[config.mk]
export PLATFORM = sky130hd
export DESIGN_NAME = muldiv_seq
export DESIGN_NICKNAME = d
export VERILOG_FILES = /design/src/rtl/muldiv_seq_pkg.sv /design/src/rtl/muldiv_core.sv /design/src/rtl/muldiv_seq.sv
export SDC_FILE = /design/constraint.sdc
export NUM_CORES = 1
export LEC_CHECK = 0
export ABC_AREA = 1
export CELL_PAD_IN_SITES_DETAIL_PLACEMENT = 1
export CELL_PAD_IN_SITES_GLOBAL_PLACEMENT = 1
export CORE_MARGIN = 4
export CORE_UTILIZATION = 35
export DETAILED_ROUTE_END_ITERATION = 8
export GPL_TIMING_DRIVEN = 0
export PLACE_DENSITY = 0.69
export SYNTH_ARGS = -nofsm -noshare
export SYNTH_HDL_FRONTEND = slang
export SYNTH_SLANG_ARGS = --single-unit
[constraint.sdc]
create_clock -name clk -period 5.9 [get_ports clk]
set_input_delay 1.18 -clock clk [delete_from_list [all_inputs] [get_ports clk]]
set_output_delay 1.18 -clock clk [all_outputs]
set_load 0.01 [all_outputs]
[src/rtl/muldiv_seq_pkg.sv]
// rtl/muldiv_seq_pkg.sv - shared op codes, FSM states and operand-signedness helpers
// Contents: MD_* funct3 codes, md_state_e FSM encoding, op_a_signed/op_b_signed.
package muldiv_seq_pkg;

    localparam logic [2:0] MD_MUL    = 3'b000;
    localparam logic [2:0] MD_MULH   = 3'b001;
    localparam logic [2:0] MD_MULHSU = 3'b010;
    localparam logic [2:0] MD_MULHU  = 3'b011;
    localparam logic [2:0] MD_DIV    = 3'b100;
    localparam logic [2:0] MD_DIVU   = 3'b101;
    localparam logic [2:0] MD_REM    = 3'b110;
    localparam logic [2:0] MD_REMU   = 3'b111;

    typedef enum logic [1:0] {
        MD_IDLE = 2'd0,
        MD_ITER = 2'd1,
        MD_FIX  = 2'd2,
        MD_DONE = 2'd3
    } md_state_e;

    // rs1 is signed for MULH, MULHSU, DIV and REM.
    function automatic logic op_a_signed(input logic [2:0] op);
        return (op == MD_MULH) || (op == MD_MULHSU) || (op == MD_DIV) || (op == MD_REM);
    endfunction

    // rs2 is signed for MULH, DIV and REM (MULHSU treats it as unsigned).
    function automatic logic op_b_signed(input logic [2:0] op);
        return (op == MD_MULH) || (op == MD_DIV) || (op == MD_REM);
    endfunction

endpackage

[src/rtl/muldiv_core.sv]
// rtl/muldiv_core.sv - shift-add multiply / restoring divide datapath with sign fix-up
// Ports: clk, rst (async high); load/load_div/a_mag/b_mag start an op;
//        step advances one bit; op/sign_a/sign_b select the fix-up; fixed is the final result.
module muldiv_core
    import muldiv_seq_pkg::*;
#(
    parameter int XLEN = 32
) (
    input  logic            clk,
    input  logic            rst,
    input  logic            load,
    input  logic            load_div,
    input  logic            step,
    input  logic [XLEN-1:0] a_mag,
    input  logic [XLEN-1:0] b_mag,
    input  logic [2:0]      op,
    input  logic            sign_a,
    input  logic            sign_b,
    output logic [XLEN-1:0] fixed
);

    // acc holds {product high, multiplier} for multiply and {remainder, quotient} for divide.
    logic [2*XLEN-1:0] acc;
    logic [XLEN-1:0]   opnd;

    logic [XLEN:0]     mul_sum;
    logic [XLEN:0]     div_shift;
    logic              div_ge;
    logic [XLEN-1:0]   div_rem;
    logic [2*XLEN-1:0] prod_s;
    logic [XLEN-1:0]   quo;
    logic [XLEN-1:0]   rem;

    always_comb begin
        mul_sum   = {1'b0, acc[2*XLEN-1:XLEN]} + {1'b0, (acc[0] ? opnd : {XLEN{1'b0}})};
        div_shift = {acc[2*XLEN-1:XLEN], acc[XLEN-1]};
        div_ge    = (div_shift >= {1'b0, opnd});
        // When div_ge holds the difference is below the divisor, so XLEN bits suffice.
        div_rem   = div_shift[XLEN-1:0] - opnd;
    end

    always_ff @(posedge clk or posedge rst) begin
        if (rst) begin
            acc  <= '0;
            opnd <= '0;
        end else if (load) begin
            acc  <= {{XLEN{1'b0}}, (load_div ? a_mag : b_mag)};
            opnd <= load_div ? b_mag : a_mag;
        end else if (step) begin
            if (op[2]) begin
                acc <= {(div_ge ? div_rem : div_shift[XLEN-1:0]), acc[XLEN-2:0], div_ge};
            end else begin
                acc <= {mul_sum, acc[XLEN-1:1]};
            end
        end
    end

    assign quo    = acc[XLEN-1:0];
    assign rem    = acc[2*XLEN-1:XLEN];
    assign prod_s = (sign_a ^ sign_b) ? -acc : acc;

    always_comb begin
        fixed = '0;
        if (!op[2]) begin
            fixed = (op == MD_MUL) ? prod_s[XLEN-1:0] : prod_s[2*XLEN-1:XLEN];
        end else if (op[1]) begin
            fixed = sign_a ? -rem : rem;
        end else begin
            fixed = (sign_a ^ sign_b) ? -quo : quo;
        end
    end

endmodule

[src/rtl/muldiv_seq.sv]
// rtl/muldiv_seq.sv - RV32M multiply/divide sequencer with pipeline stall handshake
// Ports: clk, rst (async high); start/op/a/b request an M-op; flush kills it;
//        stall holds the pipeline; busy = op in flight; done pulses with a valid result.
module muldiv_seq
    import muldiv_seq_pkg::*;
#(
    parameter int XLEN = 32
) (
    input  logic            clk,
    input  logic            rst,
    input  logic            start,
    input  logic [2:0]      op,
    input  logic [XLEN-1:0] a,
    input  logic [XLEN-1:0] b,
    input  logic            flush,
    output logic            stall,
    output logic            busy,
    output logic            done,
    output logic [XLEN-1:0] result
);

    localparam int CW = $clog2(XLEN) + 1;
    localparam logic [XLEN-1:0] SMIN = {1'b1, {(XLEN-1){1'b0}}};

    md_state_e       state;
    logic [CW-1:0]   cnt;
    logic [2:0]      op_q;
    logic            sign_a_q;
    logic            sign_b_q;

    logic            a_neg;
    logic            b_neg;
    logic [XLEN-1:0] a_mag;
    logic [XLEN-1:0] b_mag;
    logic            div_zero;
    logic            div_ovf;
    logic [XLEN-1:0] special_val;
    logic            accept;
    logic            step;
    logic [XLEN-1:0] fixed;

    always_comb begin
        a_neg    = op_a_signed(op) & a[XLEN-1];
        b_neg    = op_b_signed(op) & b[XLEN-1];
        a_mag    = a_neg ? -a : a;
        b_mag    = b_neg ? -b : b;
        div_zero = op[2] && (b == '0);
        div_ovf  = ((op == MD_DIV) || (op == MD_REM)) && (a == SMIN) && (b == '1);
        // Divide by zero: quotient all ones, remainder = dividend.
        // Overflow: quotient = dividend (most negative value), remainder 0.
        if (div_zero) begin
            special_val = op[1] ? a : '1;
        end else begin
            special_val = op[1] ? '0 : SMIN;
        end
    end

    assign accept = (state == MD_IDLE) && start && !flush;
    assign step   = (state == MD_ITER) && !flush;
    assign stall  = busy | accept;

    muldiv_core #(.XLEN(XLEN)) u_core (
        .clk      (clk),
        .rst      (rst),
        .load     (accept),
        .load_div (op[2]),
        .step     (step),
        .a_mag    (a_mag),
        .b_mag    (b_mag),
        .op       (op_q),
        .sign_a   (sign_a_q),
        .sign_b   (sign_b_q),
        .fixed    (fixed)
    );

    always_ff @(posedge clk or posedge rst) begin
        if (rst) begin
            state    <= MD_IDLE;
            cnt      <= '0;
            op_q     <= MD_MUL;
            sign_a_q <= 1'b0;
            sign_b_q <= 1'b0;
            busy     <= 1'b0;
            done     <= 1'b0;
            result   <= '0;
        end else if (flush) begin
            state <= MD_IDLE;
            busy  <= 1'b0;
            done  <= 1'b0;
        end else begin
            case (state)
                MD_IDLE: begin
                    done <= 1'b0;
                    if (start) begin
                        op_q     <= op;
                        sign_a_q <= a_neg;
                        sign_b_q <= b_neg;
                        cnt      <= '0;
                        if (div_zero || div_ovf) begin
                            result <= special_val;
                            state  <= MD_DONE;
                            done   <= 1'b1;
                        end else begin
                            state <= MD_ITER;
                            busy  <= 1'b1;
                        end
                    end
                end
                MD_ITER: begin
                    cnt <= cnt + CW'(1);
                    if (cnt == CW'(XLEN - 1)) begin
                        state <= MD_FIX;
                    end
                end
                MD_FIX: begin
                    result <= fixed;
                    state  <= MD_DONE;
                    busy   <= 1'b0;
                    done   <= 1'b1;
                end
                MD_DONE: begin
                    state <= MD_IDLE;
                    done  <= 1'b0;
                end
                default: begin
                    state <= MD_IDLE;
                    busy  <= 1'b0;
                    done  <= 1'b0;
                end
            endcase
        end
    end

endmodule

==> impl_metrics.env, run 1 <==
export IMPL_drv_slew=0
export IMPL_avgSynthCellArea_um2=5.747
export IMPL_core_um2=50170
export IMPL_cp_slowest_stage_delay_ns=0.65
export IMPL_wl_per_cell_um=26.42
export IMPL_cts_setup_buffers=0
export IMPL_numCtsBuffers=17
export IMPL_htree_levels=4
export IMPL_hp_class="flip-flop to flip-flop"
export IMPL_pwr_share_comb_pct=74.2
export IMPL_hold_ws_ns=0.4900
export IMPL_synth_area_um2=17740
export IMPL_vdd_ir_drop_max_v=0.0003176
export IMPL_rsz0062_at_grt="false"
export IMPL_synth_edf_count=0
export IMPL_start_util_pct=35.36
export IMPL_dieWidth_um=233.1
export IMPL_synth_seq_cells=143
export IMPL_status="finished, final reports clean"
export IMPL_tns_ns=0
export IMPL_ys_types=49
export IMPL_vias_per_cell=5.815
export IMPL_end_kind="primary output"
export IMPL_fp_dieH_um=233.1
export IMPL_via_count=22662
export IMPL_worst_setup_path_start_kind="input pin"
export IMPL_finalHoldViolCount=0
export IMPL_clkSinkCount=143
export IMPL_power_leakage_nw=9.725
export IMPL_critPathMostFrequentCell="clkdlybuf4s50_1"
export IMPL_cts_tree="yes"
export IMPL_met2_length_um=46290
export IMPL_path_cells="clkdlybuf4s50_1 > inv_2 > nand2_1 > nor2_4 > clkbuf_1 > or2_2 > clkdlybuf4s50_1"
export IMPL_fin_skew_ns=0.01301
export IMPL_grt_ovfl_total=0
export IMPL_ys_top_cells_by_area="nand2_1 (20%), dfrtp_1 (20%), nand3_1 (9.0%)"
export IMPL_grt_usage_pct=37.39
export IMPL_p_switching_mw=7.851
export IMPL_antennaDiodeCount=0
export IMPL_areaGrowthSynthToFinish_pct=14.18
export IMPL_cts_hold_buf=0
export IMPL_placed_cells=3865
export IMPL_drc_errors=0
export IMPL_synth_async_sr_flop_share_pct=100.0
export IMPL_row_count=82
export IMPL_cp_slowest_cell="clkbuf_1"
export IMPL_place_area_um2=19680
export IMPL_routabilityCongestion=1.042
export IMPL_num_io_pins=106
export IMPL_clock_path_buffers=2
export IMPL_intPower_mw=4.611
export IMPL_clk_pin_slew_worst_paths_ns=0.07
export IMPL_antenna_found_initial=1
export IMPL_clock_fmax_mhz=208.9
export IMPL_port_buffers=104
export IMPL_finalCriticalPeriod_ns=4.786
export IMPL_swShare_pct=63.00
export IMPL_dieArea_um2=54350
export IMPL_drt_iter0_markers=1932
export IMPL_power_frac_seq_pct=16.8
export IMPL_ant_nets=0
export IMPL_maxCapViolCount=0
export IMPL_ys_seq_area_share_pct=20.17
export IMPL_drive_above_1_share_pct=4.806
export IMPL_drtPass1Iterations=8
export IMPL_syn_nets=3234
export IMPL_p_per_area_nw_per_um2=615.2
export IMPL_grt_start_max_net_pins=89
export IMPL_worst_pin_slew_ns=1.189
export IMPL_route_met3_wl_um=7832
export IMPL_required_ns=4.72
export IMPL_final_cells=3897
export IMPL_critPathMaxFanout=10
export IMPL_stdcell_area_um2=20260
export IMPL_routed_wl_um=103000
export IMPL_clock_latency_ns=0.48
export IMPL_grt_pass1_vias=22937
export IMPL_ys_warn_count=0
export IMPL_routed_top_layer="met5"
export IMPL_met1_length_um=43790
export IMPL_hpwl_um=85660
export IMPL_fill_cells=6934
export IMPL_critPathArrivalTime_ns=3.61
export IMPL_ctsResizeCount=0
export IMPL_path_class="input pin to primary output"
export IMPL_power_frac_clock_pct=9.0
export IMPL_fin_crit_sh_pct=81.12
export IMPL_yosys_area_top_type="nand2_1"
export IMPL_grt_pass1_wl_um=150700
export IMPL_max_slew_margin_pct=20.74
export IMPL_synthCells=3087
export IMPL_clockRootBuffer="clkbuf_16"
export IMPL_setup_viol=0
export IMPL_synth_top_cell_area_share_pct=20.27
export IMPL_nNetsFinal=3359
export IMPL_synthFlopType="dfrtp_1"
export IMPL_finalPower_mw=12.46
[critical path, delay by kind of cell]
family	cells	cell delay, ns
AND/OR/NAND/NOR	3	0.62
buffers and inverters	4	1.79
[Yosys cell counts, drive strengths merged, types with 9 or more instances]
library cell / count
o21a: 10
clkbuf: 56
o21bai: 9
o21ai: 184
o211ai: 35
dfrtp: 143
buf: 59
or2: 24
inv: 345
nand3b: 10
a22oi: 9
nand2: 968
o221ai: 10
nand4: 40
a21oi: 166
nor2: 415
a221oi: 27
nor3: 26
xnor2: 11
nand3: 327
a31oi: 11
ha: 74
xor2: 94
[power by group through the flow]
stage / Sequential, mW / Clock [mW] / Combinational [mW]
5_1_grt: 2.10 / 1.17 / 9.95
4_1_cts: 2.06 / 1.14 / 8.96
6_report: 2.09 / 1.12 / 9.25
3_3_place_gp: 2.06 / 0 / 8.74
2_1_floorplan: 1.76 / 0 / 5.46
3_5_place_dp: 2.07 / 0 / 8.90
[per-layer routing]
metal | vias to the layer above | GRT usage, %
met5 | - | 0
li1 | 10282 | -
met3 | 232 | 7.049
met4 | 2 | 16.32
met2 | 979 | 60.08
met1 | 11167 | 48.94
[area by class of cell]
class / count / area, um^2 / share of cell area, %
tap: 672 / 840.8 / 4.151
sequential: 143 / 3578 / 17.67
inverter: 348 / 1313 / 6.480
multi-input combinational: 2481 / 12280 / 60.62
clock inverter: 11 / 122.6 / 0.6054
buffer: 115 / 576.8 / 2.848
timing repair buffer: 106 / 1096 / 5.411
clock buffer: 21 / 450.4 / 2.224
[per-stage QoR]
step / worst slack [ns] / util, %
after floorplan: 0.8821 / -
after global placement: -1.452 / 39.11
after detailed placement: 1.150 / 39.23
after CTS: 1.136 / 40.37
after global routing: 1.080 / 40.37
final: 1.114 / 40.37
[logic make-up after synthesis]
family / share of synthesized area, %
AO/OA/AOI/OAI: 15.49
buffers and inverters: 10.62
XOR/XNOR: 5.184
adder cells (fa/ha/maj): 5.445
AND/OR/NAND/NOR: 43.08
flip-flops: 20.17
[layout by cell type (no fill, tap or decap), drive strengths merged, types with 24 or more instances in the layout]
cell type / n
xor2: 94
nand2: 968
nor3: 26
nand4: 40
o211ai: 35
a21oi: 166
nor2: 415
buf: 61
clkdlybuf4s50: 104
dfrtp: 143
o21ai: 184
a221oi: 27
nand3: 327
ha: 74
or2: 24
clkbuf: 77
inv: 350
[flip-flops by register name (all words and copies together) (netlist names)]
register     count
result          32
op_q             3
sign_a_q         1
busy             1
u_core.acc      64
done             1
u_core.opnd     32
sign_b_q         1
state            2
cnt              6
[final timing paths]
| check | startpoint | endpoint | slack, ns | cells after the start |
|---|---|---|---|---|
| worst max-delay path | flush | stall | 1.11 | 7 |
| worst min-delay path | result[28]$_DFFE_PP0P_ | result[28]$_DFFE_PP0P_ | 0.49 | 2 |
| worst max register to register | u_core.acc[32]$_DFFE_PP0P_ | u_core.acc[55]$_DFFE_PP0P_ | 2.14 | 16 |
| worst min register to register | result[28]$_DFFE_PP0P_ | result[28]$_DFFE_PP0P_ | 0.49 | 2 |
| max in group asynchronous | rst | result[20]$_DFFE_PP0P_ | 4.00 | 4 |
| min in group asynchronous | rst | cnt[2]$_DFFE_PP0P_ | 0.95 | 2 |
No activity file was read; power rests on OpenSTA's default activity.
==> run 2: changes to the inputs <==
- PLACE_DENSITY: 0.69 -> 0.71
- clock period: 5.9 -> 4.3 ns (I/O delays scaled with it)
==> run 2 against run 1 <==
Critical path depth did not move. Clock power rose by 35%. Sequential power grew 37%. Non-clock buffer count grew 2. Core utilization rose by 0.052 points.
==> impl_metrics.env, run 2 (synthesis results as in run 1) <==
export IMPL_hpwl_um=83890
export IMPL_cts_tree="yes"
export IMPL_routed_wl_um=100800
export IMPL_grt_pass1_wl_um=147200
export IMPL_tns_ns=0
export IMPL_clockRootBuffer="clkbuf_16"
export IMPL_ant_nets=0
export IMPL_path_class="input pin to primary output"
export IMPL_core_um2=50170
export IMPL_reg2reg_slack_ns=0.56
export IMPL_clock_path_buffers=2
export IMPL_max_slew_margin_pct=16.11
export IMPL_drtPass1Iterations=5
export IMPL_clock_latency_ns=0.49
export IMPL_drive_above_1_share_pct=4.927
export IMPL_setup_viol=0
export IMPL_dieArea_um2=54350
export IMPL_p_per_area_nw_per_um2=835.6
export IMPL_cp_endpoint="stall"
export IMPL_htree_levels=4
export IMPL_final_common_cell="nand2_1"
export IMPL_vdd_ir_drop_max_v=0.0003986
export IMPL_rsz0062_at_grt="false"
export IMPL_multi_input_area_um2=12280
export IMPL_fin_skew_ns=0.01526
export IMPL_drv_slew=0
export IMPL_dieWidth_um=233.1
export IMPL_start_util_pct=35.36
export IMPL_hp_class="flip-flop to flip-flop"
export IMPL_clkSinkCount=143
export IMPL_power_leakage_nw=9.742
export IMPL_wl_per_cell_um=25.85
export IMPL_fp_dieH_um=233.1
export IMPL_fin_crit_sh_pct=96.33
export IMPL_biggestRegsByFlops="u_core.acc: 64 flops, result: 32 flops, u_core.opnd: 32 flops"
export IMPL_fin_ws_ns=0.1578
export IMPL_vias_per_cell=5.803
export IMPL_antenna_found_initial=3
export IMPL_regMostFlops="u_core.acc"
export IMPL_cts_setup_buffers=0
export IMPL_ff_latch_area_um2=3578
export IMPL_nNetsFinal=3361
export IMPL_r2r_cells=16
export IMPL_grt_start_max_net_pins=41
export IMPL_end_kind="primary output"
export IMPL_finalCriticalPeriod_ns=4.142
export IMPL_place_ws_ns=0.1749
export IMPL_ctsResizeCount=0
export IMPL_final_util_pct=40.43
export IMPL_status="finished, final reports clean"
export IMPL_final_cell_mix="nand2_1 (958), nor2_1 (399), inv_1 (329)"
export IMPL_worst_pin_slew_ns=1.258
export IMPL_via_count=22631
export IMPL_finalPower_mw=16.95
export IMPL_worst_setup_path_start_kind="input pin"
export IMPL_critPathArrivalTime_ns=3.28
export IMPL_drc_errors=0
export IMPL_placed_cells=3867
export IMPL_finalHoldViolCount=0
export IMPL_numCtsBuffers=17
export IMPL_num_io_pins=106
export IMPL_grt_ovfl_total=0
export IMPL_routabilityCongestion=1.043
export IMPL_fill_cells=6927
export IMPL_cts_hold_buf=0
export IMPL_grt_pass1_vias=22664
export IMPL_r2r_start="u_core.acc[32]$_DFFE_PP0P_"
export IMPL_port_buffers=104
export IMPL_clk_pin_slew_worst_paths_ns=0.07
export IMPL_final_cells=3900
export IMPL_clock_fmax_mhz=241.4
export IMPL_largest_reg_flops=64
export IMPL_drt_iter0_markers=1976
export IMPL_critPathMaxFanout=10
export IMPL_areaGrowthSynthToFinish_pct=14.32
export IMPL_row_count=82
export IMPL_maxCapViolCount=0
export IMPL_worstSetupStartpoint="flush"
export IMPL_r2r_end="u_core.acc[55]$_DFFE_PP0P_"
export IMPL_required_ns=3.44
export IMPL_grt_usage_pct=36.54
==> run 2: critical path: stages <==
cell and delay, ns:
clkdlybuf4s50_1 0.48, inv_2 0.16, nand2_1 0.13, nor2_4 0.28, clkbuf_1 0.62, or2_2 0.23
clkdlybuf4s50_1 0.53
==> run 2: routing by layer <==
| layer | GRT usage [%] | share of wire (%) | up-vias |
|---|---|---|---|
| li1 | - | - | 10304 |
| met1 | 47.35 | 42 | 11077 |
| met2 | 58.91 | 45 | 996 |
| met3 | 7.439 | 8.0 | 250 |
| met4 | 15.84 | 5.3 | 4 |
| met5 | 0 | 0.022 | - |
==> run 2: area by class of cell <==
cell class,instances,area share (%)
multi-input combinational,2481,60.54
timing repair buffer,108,5.527
clock buffer,18,2.116
inverter,348,6.465
clock inverter,14,0.7094
sequential,143,17.64
buffer,115,2.844
antenna,1,0.01234
tap,672,4.146
==> run 2: worst min-delay path by stage <==
| stage | startpoint | depth (start not counted) | endpoint | slack (ns) |
|---|---|---|---|---|
| 4_1_cts | result[30]$_DFFE_PP0P_ | 2 | result[30]$_DFFE_PP0P_ | 0.50 |
| 2_1_floorplan | u_core.opnd[1]$_DFFE_PP0P_ | 2 | u_core.opnd[1]$_DFFE_PP0P_ | 0.48 |
| 3_5_place_dp | result[30]$_DFFE_PP0P_ | 2 | result[30]$_DFFE_PP0P_ | 0.48 |
| 3_3_place_gp | result[30]$_DFFE_PP0P_ | 2 | result[30]$_DFFE_PP0P_ | 0.47 |
| 6_report | result[5]$_DFFE_PP0P_ | 2 | result[5]$_DFFE_PP0P_ | 0.49 |
| 5_1_grt | result[30]$_DFFE_PP0P_ | 2 | result[30]$_DFFE_PP0P_ | 0.51 |
==> run 2: report_power, final <==
group | switching [mW] | total (mW) | leakage, nW | internal (mW)
logic | 8.95 | 12.6 | 7.67 | 3.61
clock network | 0.743 | 1.51 | 0.283 | 0.770
registers | 0.982 | 2.87 | 1.79 | 1.89
==> run 2: stage by stage <==
step	area [um^2]	hold WS, ns
finish	20280	0.4949
global route	20280	0.5136
CTS	20280	0.4954
detailed placement	19710	0.4775
global placement	19630	0.4676
floorplan	17740	0.4805
